### config.mk
export PLATFORM = sky130hd
export DESIGN_NAME = adrv9009_rfir_cfg_ctrl
export DESIGN_NICKNAME = d
export VERILOG_FILES = /design/src/rtl/adrv9009_rsp_pkg.sv /design/src/rtl/adrv9009_cycle_timer.sv /design/src/rtl/adrv9009_rfir_cfg_ctrl.sv
export SDC_FILE = /design/constraint.sdc
export NUM_CORES = 1
export LEC_CHECK = 0
export BUFFER_PORTS_ARGS = -buffer_cell sky130_fd_sc_hd__buf_2
export CORE_MARGIN = 10
export CORE_UTILIZATION = 45
export CTS_CLUSTER_DIAMETER = 200
export DETAILED_ROUTE_END_ITERATION = 10
export PLACE_DENSITY = 0.73
export SYNTH_ARGS = -nofsm -noshare
export SYNTH_HDL_FRONTEND = slang
export SYNTH_SLANG_ARGS = --single-unit
### constraint.sdc
create_clock -name clk_m -period 2.7 [get_ports clk_m]
set_clock_uncertainty 0.15 [all_clocks]
set_input_delay 0.405 -clock clk_m [delete_from_list [all_inputs] [get_ports clk_m]]
set_output_delay 0.405 -clock clk_m [all_outputs]
set_load 0.02 [all_outputs]
### src/rtl/adrv9009_rsp_pkg.sv
// Shared types and constants for the RFIR configuration sequencer.
// Latency: n/a (declarations only).
// Backpressure: n/a.
package adrv9009_rsp_pkg;

    localparam int COEFF_W = 16;
    localparam int ADDR_W  = 7;
    localparam int CTRL_W  = 2;

    typedef enum logic [2:0] {
        ST_IDLE   = 3'd0,
        ST_DRAIN  = 3'd1,
        ST_LOAD   = 3'd2,
        ST_SETTLE = 3'd3,
        ST_APPLY  = 3'd4,
        ST_FAULT  = 3'd5
    } state_e;

    // Host request captured on an accepted start.
    typedef struct packed {
        logic              en;
        logic              load;
        logic [CTRL_W-1:0] mode;
        logic [CTRL_W-1:0] gain;
        logic [CTRL_W-1:0] deci;
    } cfg_t;

    // Tap count for a mode code: 24 * (mode + 1).
    function automatic logic [ADDR_W-1:0] ntaps(input logic [CTRL_W-1:0] mode);
        logic [ADDR_W-1:0] n;
        case (mode)
            2'd0:    n = 7'd24;
            2'd1:    n = 7'd48;
            2'd2:    n = 7'd72;
            default: n = 7'd96;
        endcase
        return n;
    endfunction

endpackage

### src/rtl/adrv9009_cycle_timer.sv
// Loadable down-counter with a zero flag; load has priority over decrement,
// and the count saturates at zero. Latency: zero_o is registered, 1 cycle after load.
// Backpressure: none; dec_i simply pauses the count when low.
// Ports: clk_m/reset (async, active-high), load_i/load_val_i, dec_i, zero_o.
module adrv9009_cycle_timer #(
    parameter int W = 8
) (
    input  logic         clk_m,
    input  logic         reset,
    input  logic         load_i,
    input  logic [W-1:0] load_val_i,
    input  logic         dec_i,
    output logic         zero_o
);

    logic [W-1:0] cnt_q, cnt_d;

    always_comb begin
        cnt_d = cnt_q;
        if (load_i) begin
            cnt_d = load_val_i;
        end else if (dec_i && (cnt_q != '0)) begin
            cnt_d = cnt_q - 1'b1;
        end
    end

    always_ff @(posedge clk_m or posedge reset) begin
        if (reset) begin
            cnt_q <= '0;
        end else begin
            cnt_q <= cnt_d;
        end
    end

    assign zero_o = (cnt_q == '0);

endmodule

### src/rtl/adrv9009_rfir_cfg_ctrl.sv
// RFIR reconfiguration sequencer: disable, drain, load coefficient RAM, settle, apply.
// Latency: all outputs registered; a RAM write lands 1 cycle after its handshake.
// Backpressure: s_ready is high only while taps remain to be loaded in LOAD.
// Ports: host request (cfg_*, abort), coefficient stream (s_valid/s_ready/s_coeff),
// RFIR controls (en/mode/gain/deci_rfir), RAM write port (wr_en/addr_in/coeff_in),
// status (busy, done, err_timeout, err_abort).
module adrv9009_rfir_cfg_ctrl
    import adrv9009_rsp_pkg::*;
#(
    parameter int DRAIN_CYCLES  = 32,
    parameter int SETTLE_CYCLES = 4,
    parameter int LOAD_TIMEOUT  = 1024
) (
    input  logic                      clk_m,
    input  logic                      reset,
    input  logic                      cfg_start,
    input  logic                      cfg_load,
    input  logic                      cfg_en,
    input  logic [CTRL_W-1:0]         cfg_mode,
    input  logic [CTRL_W-1:0]         cfg_gain,
    input  logic [CTRL_W-1:0]         cfg_deci,
    input  logic                      abort,
    input  logic                      s_valid,
    input  logic signed [COEFF_W-1:0] s_coeff,
    output logic                      s_ready,
    output logic                      en_rfir,
    output logic [CTRL_W-1:0]         mode_rfir,
    output logic [CTRL_W-1:0]         gain_rfir,
    output logic [CTRL_W-1:0]         deci_rfir,
    output logic                      wr_en,
    output logic [ADDR_W-1:0]         addr_in,
    output logic signed [COEFF_W-1:0] coeff_in,
    output logic                      busy,
    output logic                      done,
    output logic                      err_timeout,
    output logic                      err_abort
);

    localparam int PH_W = $clog2(DRAIN_CYCLES + SETTLE_CYCLES + 1);
    localparam int TO_W = $clog2(LOAD_TIMEOUT + 1);

    // Timer is loaded with (cycles - 1) on the edge that enters the state.
    // After a load, SETTLE also covers the cycle in which the last write lands,
    // so it is loaded one higher to count SETTLE_CYCLES after that write.
    localparam logic [PH_W-1:0] PH_DRAIN       = PH_W'(DRAIN_CYCLES - 1);
    localparam logic [PH_W-1:0] PH_SETTLE_CFG  = PH_W'(SETTLE_CYCLES - 1);
    localparam logic [PH_W-1:0] PH_SETTLE_LOAD = PH_W'(SETTLE_CYCLES);
    localparam logic [TO_W-1:0] TO_RELOAD      = TO_W'(LOAD_TIMEOUT - 1);

    state_e state_q, state_d;

    cfg_t                      shadow_q, shadow_d;
    logic [ADDR_W-1:0]         tap_q, tap_d;
    logic                      en_q, en_d;
    logic [CTRL_W-1:0]         mode_q, mode_d, gain_q, gain_d, deci_q, deci_d;
    logic                      wr_en_q, wr_en_d;
    logic [ADDR_W-1:0]         addr_q, addr_d;
    logic signed [COEFF_W-1:0] coeff_q, coeff_d;
    logic                      s_ready_q, s_ready_d;
    logic                      busy_q, busy_d;
    logic                      done_q, done_d;
    logic                      err_to_q, err_to_d;
    logic                      err_ab_q, err_ab_d;

    logic              ph_load, ph_zero;
    logic [PH_W-1:0]   ph_val;
    logic              to_load, to_dec, to_zero;
    logic              hs, last_tap;

    // s_ready_q is high only in LOAD, so hs implies LOAD.
    assign hs       = s_valid && s_ready_q;
    assign last_tap = (tap_q == (ntaps(shadow_q.mode) - 7'd1));
    assign to_dec   = (state_q == ST_LOAD) && !hs;

    adrv9009_cycle_timer #(.W(PH_W)) u_phase_tmr (
        .clk_m      (clk_m),
        .reset      (reset),
        .load_i     (ph_load),
        .load_val_i (ph_val),
        .dec_i      (1'b1),
        .zero_o     (ph_zero)
    );

    adrv9009_cycle_timer #(.W(TO_W)) u_idle_tmr (
        .clk_m      (clk_m),
        .reset      (reset),
        .load_i     (to_load),
        .load_val_i (TO_RELOAD),
        .dec_i      (to_dec),
        .zero_o     (to_zero)
    );

    // State register
    always_ff @(posedge clk_m or posedge reset) begin
        if (reset) begin
            state_q <= ST_IDLE;
        end else begin
            state_q <= state_d;
        end
    end

    // Next-state and timer control
    always_comb begin
        state_d = state_q;
        ph_load = 1'b0;
        ph_val  = '0;
        to_load = 1'b0;
        unique case (state_q)
            ST_IDLE: begin
                if (cfg_start) begin
                    state_d = ST_DRAIN;
                    ph_load = 1'b1;
                    ph_val  = PH_DRAIN;
                end
            end
            ST_DRAIN: begin
                if (abort) begin
                    state_d = ST_FAULT;
                end else if (ph_zero) begin
                    if (shadow_q.load) begin
                        state_d = ST_LOAD;
                        to_load = 1'b1;
                    end else begin
                        state_d = ST_SETTLE;
                        ph_load = 1'b1;
                        ph_val  = PH_SETTLE_CFG;
                    end
                end
            end
            ST_LOAD: begin
                // Abort outranks both a handshake and a timeout in the same cycle.
                if (abort) begin
                    state_d = ST_FAULT;
                end else if (hs) begin
                    to_load = 1'b1;
                    if (last_tap) begin
                        state_d = ST_SETTLE;
                        ph_load = 1'b1;
                        ph_val  = PH_SETTLE_LOAD;
                    end
                end else if (to_zero) begin
                    state_d = ST_FAULT;
                end
            end
            ST_SETTLE: begin
                if (abort) begin
                    state_d = ST_FAULT;
                end else if (ph_zero) begin
                    state_d = ST_APPLY;
                end
            end
            ST_APPLY: state_d = ST_IDLE;
            ST_FAULT: state_d = ST_IDLE;
            default:  state_d = ST_IDLE;
        endcase
    end

    // Output and datapath next-state
    always_comb begin
        shadow_d  = shadow_q;
        tap_d     = tap_q;
        en_d      = en_q;
        mode_d    = mode_q;
        gain_d    = gain_q;
        deci_d    = deci_q;
        wr_en_d   = 1'b0;
        addr_d    = addr_q;
        coeff_d   = coeff_q;
        done_d    = 1'b0;
        err_to_d  = err_to_q;
        err_ab_d  = err_ab_q;
        s_ready_d = (state_d == ST_LOAD);
        busy_d    = (state_d != ST_IDLE);
        unique case (state_q)
            ST_IDLE: begin
                if (cfg_start) begin
                    shadow_d = '{en: cfg_en, load: cfg_load, mode: cfg_mode,
                                 gain: cfg_gain, deci: cfg_deci};
                    tap_d    = '0;
                    en_d     = 1'b0;
                    err_to_d = 1'b0;
                    err_ab_d = 1'b0;
                end
            end
            ST_DRAIN, ST_SETTLE: begin
                if (abort) begin
                    err_ab_d = 1'b1;
                    en_d     = 1'b0;
                end
            end
            ST_LOAD: begin
                if (abort) begin
                    err_ab_d = 1'b1;
                    en_d     = 1'b0;
                end else if (hs) begin
                    wr_en_d = 1'b1;
                    addr_d  = tap_q;
                    coeff_d = s_coeff;
                    tap_d   = tap_q + 7'd1;
                end else if (to_zero) begin
                    err_to_d = 1'b1;
                    en_d     = 1'b0;
                end
            end
            ST_APPLY: begin
                en_d   = shadow_q.en;
                mode_d = shadow_q.mode;
                gain_d = shadow_q.gain;
                deci_d = shadow_q.deci;
                done_d = 1'b1;
            end
            ST_FAULT: begin
                en_d = 1'b0;
            end
            default: ;
        endcase
    end

    always_ff @(posedge clk_m or posedge reset) begin
        if (reset) begin
            shadow_q  <= '0;
            tap_q     <= '0;
            en_q      <= 1'b0;
            mode_q    <= '0;
            gain_q    <= '0;
            deci_q    <= '0;
            wr_en_q   <= 1'b0;
            addr_q    <= '0;
            coeff_q   <= '0;
            s_ready_q <= 1'b0;
            busy_q    <= 1'b0;
            done_q    <= 1'b0;
            err_to_q  <= 1'b0;
            err_ab_q  <= 1'b0;
        end else begin
            shadow_q  <= shadow_d;
            tap_q     <= tap_d;
            en_q      <= en_d;
            mode_q    <= mode_d;
            gain_q    <= gain_d;
            deci_q    <= deci_d;
            wr_en_q   <= wr_en_d;
            addr_q    <= addr_d;
            coeff_q   <= coeff_d;
            s_ready_q <= s_ready_d;
            busy_q    <= busy_d;
            done_q    <= done_d;
            err_to_q  <= err_to_d;
            err_ab_q  <= err_ab_d;
        end
    end

    assign s_ready     = s_ready_q;
    assign en_rfir     = en_q;
    assign mode_rfir   = mode_q;
    assign gain_rfir   = gain_q;
    assign deci_rfir   = deci_q;
    assign wr_en       = wr_en_q;
    assign addr_in     = addr_q;
    assign coeff_in    = coeff_q;
    assign busy        = busy_q;
    assign done        = done_q;
    assign err_timeout = err_to_q;
    assign err_abort   = err_ab_q;

endmodule

# Word level (Yosys, flattened, before mapping)
# Index checks and enable logic that the tools add are counted.
dict set report word_totals {
  reg_bits 71
  input_bits 29
  output_inout_bits 36
  wordCells 124
}
dict set report classes {
  addsub 4
  eq_ne 18
  mux 56
  bitwise 1
  n_reduce_logical 24
}
# operator n
set op_table {}
lappend op_table {{two-way mux 3 bit} 12}
lappend op_table {{two-way mux 1 bit} 24}
lappend op_table {{two-way mux 11 bit} 2}
lappend op_table {{two-way mux 7 bit} 3}
lappend op_table {{one-hot mux 7 bit (3 select lines)} 1}
lappend op_table {{one-hot mux 5 bit (3 select lines)} 1}
lappend op_table {{one-hot mux 7 bit (2 select lines)} 1}
lappend op_table {{two-way mux 6 bit} 2}
lappend op_table {{!= test 2 bit, second input constant} 6}
lappend op_table {{one-hot mux 3 bit (4 select lines)} 1}
lappend op_table {{zero test 11 bit} 1}
lappend op_table {{nonzero test 11 bit} 1}
lappend op_table {{subtractor 11 x 1 -> 11 bit, second input constant} 1}
lappend op_table {{AND reduction 5 bit} 2}
lappend op_table {{equality test 3 x 2 -> 1 bit, second input constant} 3}
lappend op_table {{nonzero test 2 bit} 4}
lappend op_table {{adder 7 x 1 -> 7 bit, second input constant} 1}
lappend op_table {{equality test 7 bit} 1}
lappend op_table {{subtractor 7 x 1 -> 7 bit, second input constant} 1}
lappend op_table {{equality test 3 bit, second input constant} 2}
lappend op_table {{zero test 6 bit} 1}
lappend op_table {{two-way mux 2 bit} 3}
lappend op_table {{!= test 3 bit, second input constant} 2}
lappend op_table {{one-hot mux 1 bit (2 select lines)} 3}
lappend op_table {{other kinds (21)} 24}

# Depth between registers and ports, before layout
# Gate-level depths: netlist of run 1.
dict set report depth {
  ltp_word 9
  depth_mapped 8
  ltp_nobuf 6
}

# Hierarchy
# From an unflattened synthesis of run 1, not the netlist that was laid out.
dict set report hier_totals {
  hier_cells 335
  area_unflattened_um2 3593.4
}
# module instances cells_per_inst area_per_inst_um2 seq_area_each_um2
set modules_own_cells {}
lappend modules_own_cells {adrv9009_rfir_cfg_ctrl 1 207 2474.9 1351.3}
lappend modules_own_cells {{adrv9009_cycle_timer at u_idle_tmr} 1 79 691.9 275.3}
lappend modules_own_cells {{adrv9009_cycle_timer at u_phase_tmr} 1 49 426.7 150.1}

# Worst setup path after synthesis of run 1
# No wires, ideal clock.
dict set report synth_path {
  path_kind {reg-to-reg}
  from {register state_q[0]}
  to {register coeff_q[10] (netlist: coeff_in[10])}
  setup_time_ps 125
  t_arrival_ps 1888
  required_ps 2425
  path_slack_ps 537
  path_stages_with_launch 8
  path_buffers 3
  synth_period_minus_slack_ps 2163
  path_cell_list {dfrtp_1 > or3b_1 > buf_2 > or3_1 > buf_6 > clkinv_4 > buf_6 > mux2_2}
}
dict set report synth_between {
  elab_chain_cells 2
}
# element line
set synth_rtl {}
lappend synth_rtl {{from (decl)} adrv9009_rfir_cfg_ctrl.sv:50} ;# state_e state_q, state_d;
lappend synth_rtl {{from (signal assigned)} adrv9009_rfir_cfg_ctrl.sv:98} ;# state_q <= state_d;
lappend synth_rtl {{equality test 3 x 2 -> 1 bit} adrv9009_rfir_cfg_ctrl.sv:174} ;# unique case (state_q)
lappend synth_rtl {{AND reduction 3 bit (no source line)} --}
lappend synth_rtl {{to (signal assigned)} adrv9009_rfir_cfg_ctrl.sv:244} ;# coeff_q <= coeff_d;
lappend synth_rtl {{to (decl)} adrv9009_rfir_cfg_ctrl.sv:58} ;# logic signed [COEFF_W-1:0] coeff_q, coeff_d;
# Every way passes these cells.
# A chain may end at the register's enable or synchronous reset.

# Worst setup path after layout of run 1
dict set report layout_path {
  from {register shadow_q[4] in the netlist's numbering}
  to {register s_ready_q (netlist: s_ready)}
}
dict set report layout_between {
  elab_chain_cells 9
  elab_cells_between_ends 11
  cone_classes {add/sub (1); eq/ne (4); mux (5); reduce/logical (1)}
}
# element line
set layout_rtl {}
lappend layout_rtl {{from (decl)} adrv9009_rfir_cfg_ctrl.sv:52} ;# cfg_t shadow_q, shadow_d;
lappend layout_rtl {{from (signal assigned)} adrv9009_rfir_cfg_ctrl.sv:236} ;# shadow_q <= shadow_d;
lappend layout_rtl {{equality test 2 bit (tied with other cells)} adrv9009_rsp_pkg.sv:31} ;# case (mode)
lappend layout_rtl {{one-hot mux 7 bit (3 select lines) *} adrv9009_rsp_pkg.sv:31}
lappend layout_rtl {{subtractor 7 x 1 -> 7 bit *} adrv9009_rfir_cfg_ctrl.sv:72} ;# assign last_tap = (tap_q == (ntaps(shadow_q.mode) - 7'd1));
lappend layout_rtl {{equality test 7 bit *} adrv9009_rfir_cfg_ctrl.sv:72}
lappend layout_rtl {{two-way mux 3 bit *} adrv9009_rfir_cfg_ctrl.sv:136} ;# if (last_tap) begin
lappend layout_rtl {{two-way mux 3 bit *} adrv9009_rfir_cfg_ctrl.sv:134} ;# end else if (hs) begin
lappend layout_rtl {{two-way mux 3 bit *} adrv9009_rfir_cfg_ctrl.sv:132} ;# if (abort) begin
lappend layout_rtl {{one-hot mux 3 bit (4 select lines) *} adrv9009_rfir_cfg_ctrl.sv:108} ;# unique case (state_q)
lappend layout_rtl {{equality test 3 x 2 -> 1 bit *} adrv9009_rfir_cfg_ctrl.sv:172} ;# s_ready_d = (state_d == ST_LOAD);
lappend layout_rtl {{net s_ready_d} adrv9009_rfir_cfg_ctrl.sv:59} ;# logic s_ready_q, s_ready_d;
lappend layout_rtl {{to (signal assigned)} adrv9009_rfir_cfg_ctrl.sv:245} ;# s_ready_q <= s_ready_d;
lappend layout_rtl {{to (decl)} adrv9009_rfir_cfg_ctrl.sv:59}
# The timed path passes the listed nets; every way through them passes the cells marked *.

==> results.md, run 1 <==
- Status: complete, no violations
- Sequential fraction of the synthesis area: 0.511
- First-pass DRT Iterations: 5
- Hold crit path type: input port to flip-flop
- Sw Ratio: 0.355
- Fin util: 0.567
- Final setup fails: 0
- Grt total ovfl: 0
- Die Width: 108 um
- Final hold vios: 0
- CP max stage delay: 550 ps
- Async set-reset flop share out of synthesis: 1.00
- Startpoint Class: flip-flop
- Net switching power: 0.00133 W
- TritonCTS clock tree: done
- CTS Root Buffer Type: clkbuf_8
- Fillers: 665
- Routed len/inst: 16.6 um
- Crit-path cells: inv_1, ha_1, or4b_1, a2bb2oi_1, a2111oi_0, nor3_1
- Std-Cell Rows: 31
- Final Non-Filler Cells: 496
- Period Utilization, post-route: 0.876
- CTS clk-pin slew, worst paths: 80 ps
- Initial Utilization: 0.472
- Initial antenna violation count: 0
- Setup crit end kind: flip-flop
- Leakage: 2.11 nW
- CP arrival: 2420 ps
- Core area: 7370 um2
- GR Layer Usage met2: 0.253
- Fin crit period: 2370 ps
- Count leader, synth: dfrtp_1
- Worst-Margin Slew: 601 ps
- Share of the synthesized area in the top cell type: 0.511
- Final setup TNS: 0 ps
- PD cells: 897 nW/um2
- Most frequent cells after synthesis: 71 x dfrtp_1, 30 x mux2_2, 30 x nand2_1
- Final Wtd Congestion: 0.873
- Placed insts: 480
- Most common flop cell mapped by yosys: dfrtp_1
- ANT nets after route: 0
- Total vias in the final route: 2727
- Share of total power in the clock network: 0.278
- Yosys reg bits: 71
- I/O Pins: 65
- Cell area after synthesis: 3480 um2
- Share of layout cells above drive strength 1: 0.322
- Pin count of the biggest net entering global routing: 49
- Vias in the first global route: 2847
- Flop pwr share: 0.389
- All-Layer GR Usage: 0.146
- Crit Path Class: flip-flop to flip-flop
- Met3 Track Usage GR: 0.0503
- Post-CTS Setup Inserts: 0
- Port-buffer cells: 64
- Clock Latency Late Sink: 340 ps
- First-pass GRT wire length: 13800 um
- P&R area growth vs syn: 20.2%
- Syn_area_per_cell: 10.8 um2
- Average via count per standard cell: 5.50
- 1st-iter DRT viols: 156
- Overall Power: 0.00375 W
- Clock buffer depth: 2
- Peak VDD IR: 0.653 mV
- Crit path max fanout: 4
- DRC viols: 0
- Final WL: 8220 um
- Synth top area cells: dfrtp_1 51%, mux2_2 9.7%, nand2_1 3.2%
- Required time worst endpoint: 2760 ps
- Clk sinks: 71
- P_int: 0.00242 W
- Logic gate share of total power: 0.333
- DIE AREA: 11600 um2
- Synth warn: 0
- Worst path slowest cell: a2111oi_0
- Met1 layer usage reported by global route: 0.167
- Slew Viols, Final: 0
- FMAX: 423 MHz
- RSZ-0062 raised after global routing: no
- MaxCap Viol Count: 0
- H-tree Lvls: 3
- Hold_ws: 101 ps
- CTS Buf Count: 9
- DPL Wire Length: 6000 um
- Die height: 108 um
- Global-route layer with the greatest usage: met2
- Layout net count: 430
- Relative slew slack: 0.597
- Syn Nets: 359
- Netlist cell types: 51
- Antenna cells: 0
- Biggest area consumer among synthesized cells: dfrtp_1
- Number of synthesized flops with an enable pin: 0
- Post-synthesis cell count: 322
==> metrics by stage <==
step | worst slack, ps | cell area, um2
floorplan | 348 | 3480
global placement | 440 | 3930
detailed placement | 349 | 3930
CTS | 320 | 4180
global route | 164 | 4180
finish | 335 | 4180
==> what timing repair did <==
action                    CTS  global route
hold buffers                1             0
hold endpoints to repair   23             0
resized for setup           0             0
==> cell usage in the layout (no fill, tap or decap), drive strengths merged, types with 10 or more instances in the layout <==
cell    instances
buf            74
dfrtp          71
nand2          30
mux2           30
o21ai          21
nor2           18
inv            14
nand3          13
clkbuf         10
==> final timing paths <==
check                                        start                                to  slack [ps]  cells after the start
max                        shadow_q[4]$_DFFE_PP0P_                 s_ready$_DFF_PP0_         330                      6
min                                    cfg_gain[0]           shadow_q[2]$_DFFE_PP0P_         100                      3
max reg2reg                shadow_q[4]$_DFFE_PP0P_                 s_ready$_DFF_PP0_         330                      6
min reg2reg                shadow_q[2]$_DFFE_PP0P_           shadow_q[2]$_DFFE_PP0P_         330                      2
max in group asynchronous                    reset              tap_q[5]$_DFFE_PP0P_        1270                      4
min in group asynchronous                    reset  u_phase_tmr.cnt_q[5]$_DFFE_PP0P_         500                      3
==> routing by layer <==
| layer | wire length [um] | vias up | part of all wire |
|---|---|---|---|
| met5 | 0 | - | 0 |
| met4 | 27 | 0 | 0.0033 |
| met3 | 509 | 4 | 0.062 |
| met2 | 4250 | 60 | 0.52 |
| met1 | 3440 | 1359 | 0.42 |
| li1 | - | 1304 | - |
==> power groups by stage <==
stage	Sequential, W	Clock [W]	Combinational, W
floorplan	0.00151	0	0.000843
global placement	0.00146	0	0.00119
detailed placement	0.00148	0	0.00123
CTS	0.00145	0.00107	0.00125
global route	0.00149	0.00110	0.00139
finish	0.00146	0.00104	0.00125
==> area by class of cell <==
type | instances | area [um2] | area share
timing repair buffer | 75 | 418 | 0.100
sequential | 71 | 1780 | 0.425
clock inverter | 5 | 106 | 0.0254
inverter | 15 | 61.3 | 0.0147
clock buffer | 10 | 138 | 0.0329
tap | 99 | 124 | 0.0296
multi-input combinational | 221 | 1560 | 0.372
==> state kept, by name, summed over array words and instances, names as in the netlist, 2 cells and up <==
signal	cells
deci_rfir	2
state_q	3
gain_rfir	2
u_idle_tmr.cnt_q	11
coeff_in	16
shadow_q	8
addr_in	7
u_phase_tmr.cnt_q	6
mode_rfir	2
tap_q	7
==> cells by family after synthesis <==
family / count (synthesis) / share of synthesized area
buffers and inverters: 30 / 0.0414
DFF: 71 / 0.511
xor gates and xnor gates: 8 / 0.0202
adders and majority gates: 8 / 0.0288
AOI/OAI and AO/OA: 54 / 0.102
and+or+nand+nor: 117 / 0.188
muxes: 34 / 0.109
==> critical path, delay by kind of cell, from the launching register on <==
kind	cells	cell delay, ps
adders and majority gates	1	230
AOI/OAI and AO/OA	2	730
and+or+nand+nor	2	620
DFF	1	400
buffers and inverters	1	90
(Power assumes the default switching activity.)
==> run 2: changes to the inputs <==
--- a/config.mk
+++ b/config.mk
@@ -5,6 +5,7 @@
 export SDC_FILE = /design/constraint.sdc
 export NUM_CORES = 1
 export LEC_CHECK = 0
+export ABC_AREA = 1
 export BUFFER_PORTS_ARGS = -buffer_cell sky130_fd_sc_hd__buf_2
 export CORE_MARGIN = 10
 export CORE_UTILIZATION = 45
==> results.md, run 2 <==
- Most frequent cells after synthesis: 148 x nand2_1, 71 x dfrtp_1, 51 x inv_1
- Count leader, synth: nand2_1
- Sequential fraction of the synthesis area: 0.504 (-0.00689)
- Crit Path Class: flip-flop to flip-flop
- Clk sinks: 71 (unchanged)
- Setup crit end kind: flip-flop
- RSZ-0062 raised after global routing: no
- Clock Latency Late Sink: 350 ps (about the same)
- Resized Gates After CTS: 0 (unchanged)
- Peak VDD IR: 0.621 mV (-4.9%)
- DIE AREA: 11800 um2 (+1.1%)
- ANT nets after route: 0 (unchanged)
- Share of layout cells above drive strength 1: 0.202 (-0.120)
- Hold Path Cell Cnt: 3 (unchanged)
- Worst-Margin Slew: 536 ps (-65.1 ps)
- First-pass DRT Iterations: 5 (unchanged)
- Pin count of the biggest net entering global routing: 72 (+47%)
- Core area: 7690 um2 (+4.3%)
- Startpoint Class: flip-flop
- Flop pwr share: 0.430 (+0.041)
- P&R area growth vs syn: 18.1%
- Share of the synthesized area in the top cell type: 0.504 (-0.00689)
- Required time worst endpoint: 2780 ps (+20 ps)
- Die Width: 109 um (+0.56%)
- Sw Ratio: 0.380 (+0.0254)
- Period Utilization, post-route: 0.773 (-0.102)
- Leakage: 2.31 nW (+9.8%)
- Final WL: 7940 um (-3.4%)
- Cell area after synthesis: 3520 um2 (+1.4%)
- Most frequent cells in the layout: 148 x nand2_1, 71 x dfrtp_1, 64 x buf_2, 50 x inv_1, 32 x nor2_1
- R2R depth: 9 (+3)
- Hold EP: coeff_in[1]$_DFFE_PP0P_
- Vias in the first global route: 2929 (+2.9%)
- FMAX: 479 MHz (+13%)
- CTS Buf Count: 9 (unchanged)
- DPL Wire Length: 5800 um (-3.2%)
- Post-CTS Setup Inserts: 0 (unchanged)
- Final setup TNS: 0 ps (unchanged)
- Port-buffer cells: 64 (unchanged)
- Yosys reg bits: 71 (unchanged)
- CTS clk-pin slew, worst paths: 80 ps (about the same)
- Final hold vios: 0 (unchanged)
- Relative slew slack: 0.642 (+0.0451)
- Most common flop cell mapped by yosys: dfrtp_1
- Clock buffer depth: 2 (unchanged)
- Most common cell after layout, fill and taps aside: nand2_1
- Share of total power in the clock network: 0.265 (-0.013)
- Status: complete, no violations
- DRC viols: 0 (unchanged)
- Biggest area consumer among synthesized cells: dfrtp_1
- Max FFs per register: 16 (unchanged)
- MaxCap Viol Count: 0 (unchanged)
- Net switching power: 0.00126 W (-5.3%)
- Synth warn: 0 (unchanged)
- P_int: 0.00205 W (-15%)
- Crit path max fanout: 12 (+8)
- Grt total ovfl: 0 (unchanged)
- Hold crit path type: input port to flip-flop
- CP arrival: 2170 ps (-250 ps)
- Routed len/inst: 12.9 um (-22%)
- Std-Cell Rows: 32 (+3.2%)
- Setup slack, reg-to-reg: 610 ps (+280 ps)
- Slew Viols, Final: 0 (unchanged)
- End of the worst register-to-register path: u_idle_tmr.cnt_q[0]$_DFFE_PP0P_
- Final Wtd Congestion: 0.852 (-2.5%)
- Syn Nets: 476 (+33%)
- Placed insts: 599 (+25%)
- Fin crit period: 2090 ps (-277 ps)
- Logic gate share of total power: 0.305 (-0.028)
- Antenna cells: 0 (unchanged)
- Die height: 109 um (+0.56%)
- I/O Pins: 65 (unchanged)
- Netlist cell types: 30 (-41%)
- First-pass GRT wire length: 13500 um (-2.2%)
- Initial Utilization: 0.458 (-0.0133)
- Layout net count: 546 (+27%)
- Worst R2R Start: u_idle_tmr.cnt_q[0]$_DFFE_PP0P_
- H-tree Lvls: 3 (unchanged)
- CTS Root Buffer Type: clkbuf_8
- TritonCTS clock tree: done
- Syn_area_per_cell: 8.03 um2 (-26%)
- All-Layer GR Usage: 0.141 (-0.00497)
- 1st-iter DRT viols: 141 (-9.6%)
- Final Non-Filler Cells: 616 (+24%)
- Min-delay src: s_coeff[1]
- Average via count per standard cell: 4.83 (-12%)
- Number of synthesized flops with an enable pin: 0 (unchanged)
- Async set-reset flop share out of synthesis: 1.00 (unchanged)
- Synth top area cells: dfrtp_1 50%, nand2_1 16%, inv_1 5.4%
- Post-synthesis cell count: 439 (+36%)
- Initial antenna violation count: 0 (unchanged)
- PD cells: 796 nW/um2 (-11%)
- Final setup fails: 0 (unchanged)
- Total vias in the final route: 2977 (+9.2%)
[run 2: layout make-up]
type                    count  area (um2)
flip-flops and latches     71        1780
clock buffers               9         124
well taps                 102         128
repair buffers             67         358
fillers                   724        3520
clock inverters             7        81.3
inverters                  56         211
multi-input cells         304        1490
[run 2: worst max path at each step]
| stage | start | to | slack, ps |
|---|---|---|---|
| 3_5_place_dp | u_idle_tmr.cnt_q[0]$_DFFE_PP0P_ | u_idle_tmr.cnt_q[0]$_DFFE_PP0P_ | 640 |
| 6_report | u_idle_tmr.cnt_q[0]$_DFFE_PP0P_ | u_idle_tmr.cnt_q[0]$_DFFE_PP0P_ | 610 |
| 3_3_place_gp | u_idle_tmr.cnt_q[0]$_DFFE_PP0P_ | u_idle_tmr.cnt_q[0]$_DFFE_PP0P_ | 690 |
| 4_1_cts | u_idle_tmr.cnt_q[0]$_DFFE_PP0P_ | u_idle_tmr.cnt_q[0]$_DFFE_PP0P_ | 610 |
| 2_1_floorplan | reset | addr_in[0]$_DFFE_PP0P_ | 350 |
| 5_1_grt | u_idle_tmr.cnt_q[0]$_DFFE_PP0P_ | u_idle_tmr.cnt_q[0]$_DFFE_PP0P_ | 350 |
[run 2: layer usage]
layer / routed length [um] / part of all wire / track usage
met5: 0 / 0 / 0
met2: 3520 / 0.44 / 0.213
met3: 664 / 0.084 / 0.0553
met1: 3650 / 0.46 / 0.178
met4: 115 / 0.014 / 0.0546
[run 2: kinds of logic (layout without fill, tap and decap cells)]
family | after synthesis | in the layout | share of synthesized area
AND/OR/NAND/NOR | 241 | 241 | 0.299
AO/OA/AOI/OAI | 47 | 47 | 0.0745
flip-flops | 71 | 71 | 0.504
XOR/XNOR | 8 | 8 | 0.0199
adder cells (fa/ha/maj) | 8 | 8 | 0.0284
buffers and inverters | 64 | 139 | 0.0745
[run 2: critical path, cell delays in order (launching register included)]
cell,delay [ps]
dfrtp_1,400
inv_1,120
ha_1,160
inv_1,50
nor3_1,140
nand3b_1,130
nand3_1,350
inv_1,210
a21oi_1,170
o21ai_0,90
[run 2: timing repair]
action                     4_1_cts  5_1_grt
hold buffers                     1        0
setup endpoints to repair        0        0
hold endpoints to repair        71        0
[run 2: power by group through the flow]
stage,Sequential (W),Clock [W],Combinational [W]
2_1_floorplan,0.00148,0,0.000695
3_3_place_gp,0.00143,0,0.000988
3_5_place_dp,0.00144,0,0.00102
4_1_cts,0.00142,0.000905,0.00102
5_1_grt,0.00145,0.000950,0.00117
6_report,0.00142,0.000878,0.00101
[run 2: through the flow]
| stage | power [W] | worst slack, ps | cell area [um2] | hold slack [ps] | utilization |
|---|---|---|---|---|---|
| after floorplan | 0.00217 | 348 | 3520 | 299 | - |
| after global placement | 0.00242 | 690 | 3950 | 298 | 0.514 |
| after detailed placement | 0.00246 | 637 | 3950 | 304 | 0.514 |
| after CTS | 0.00335 | 611 | 4160 | 80.4 | 0.542 |
| after global routing | 0.00358 | 351 | 4160 | 83.3 | 0.542 |
| final | 0.00331 | 612 | 4160 | 95.8 | 0.542 |
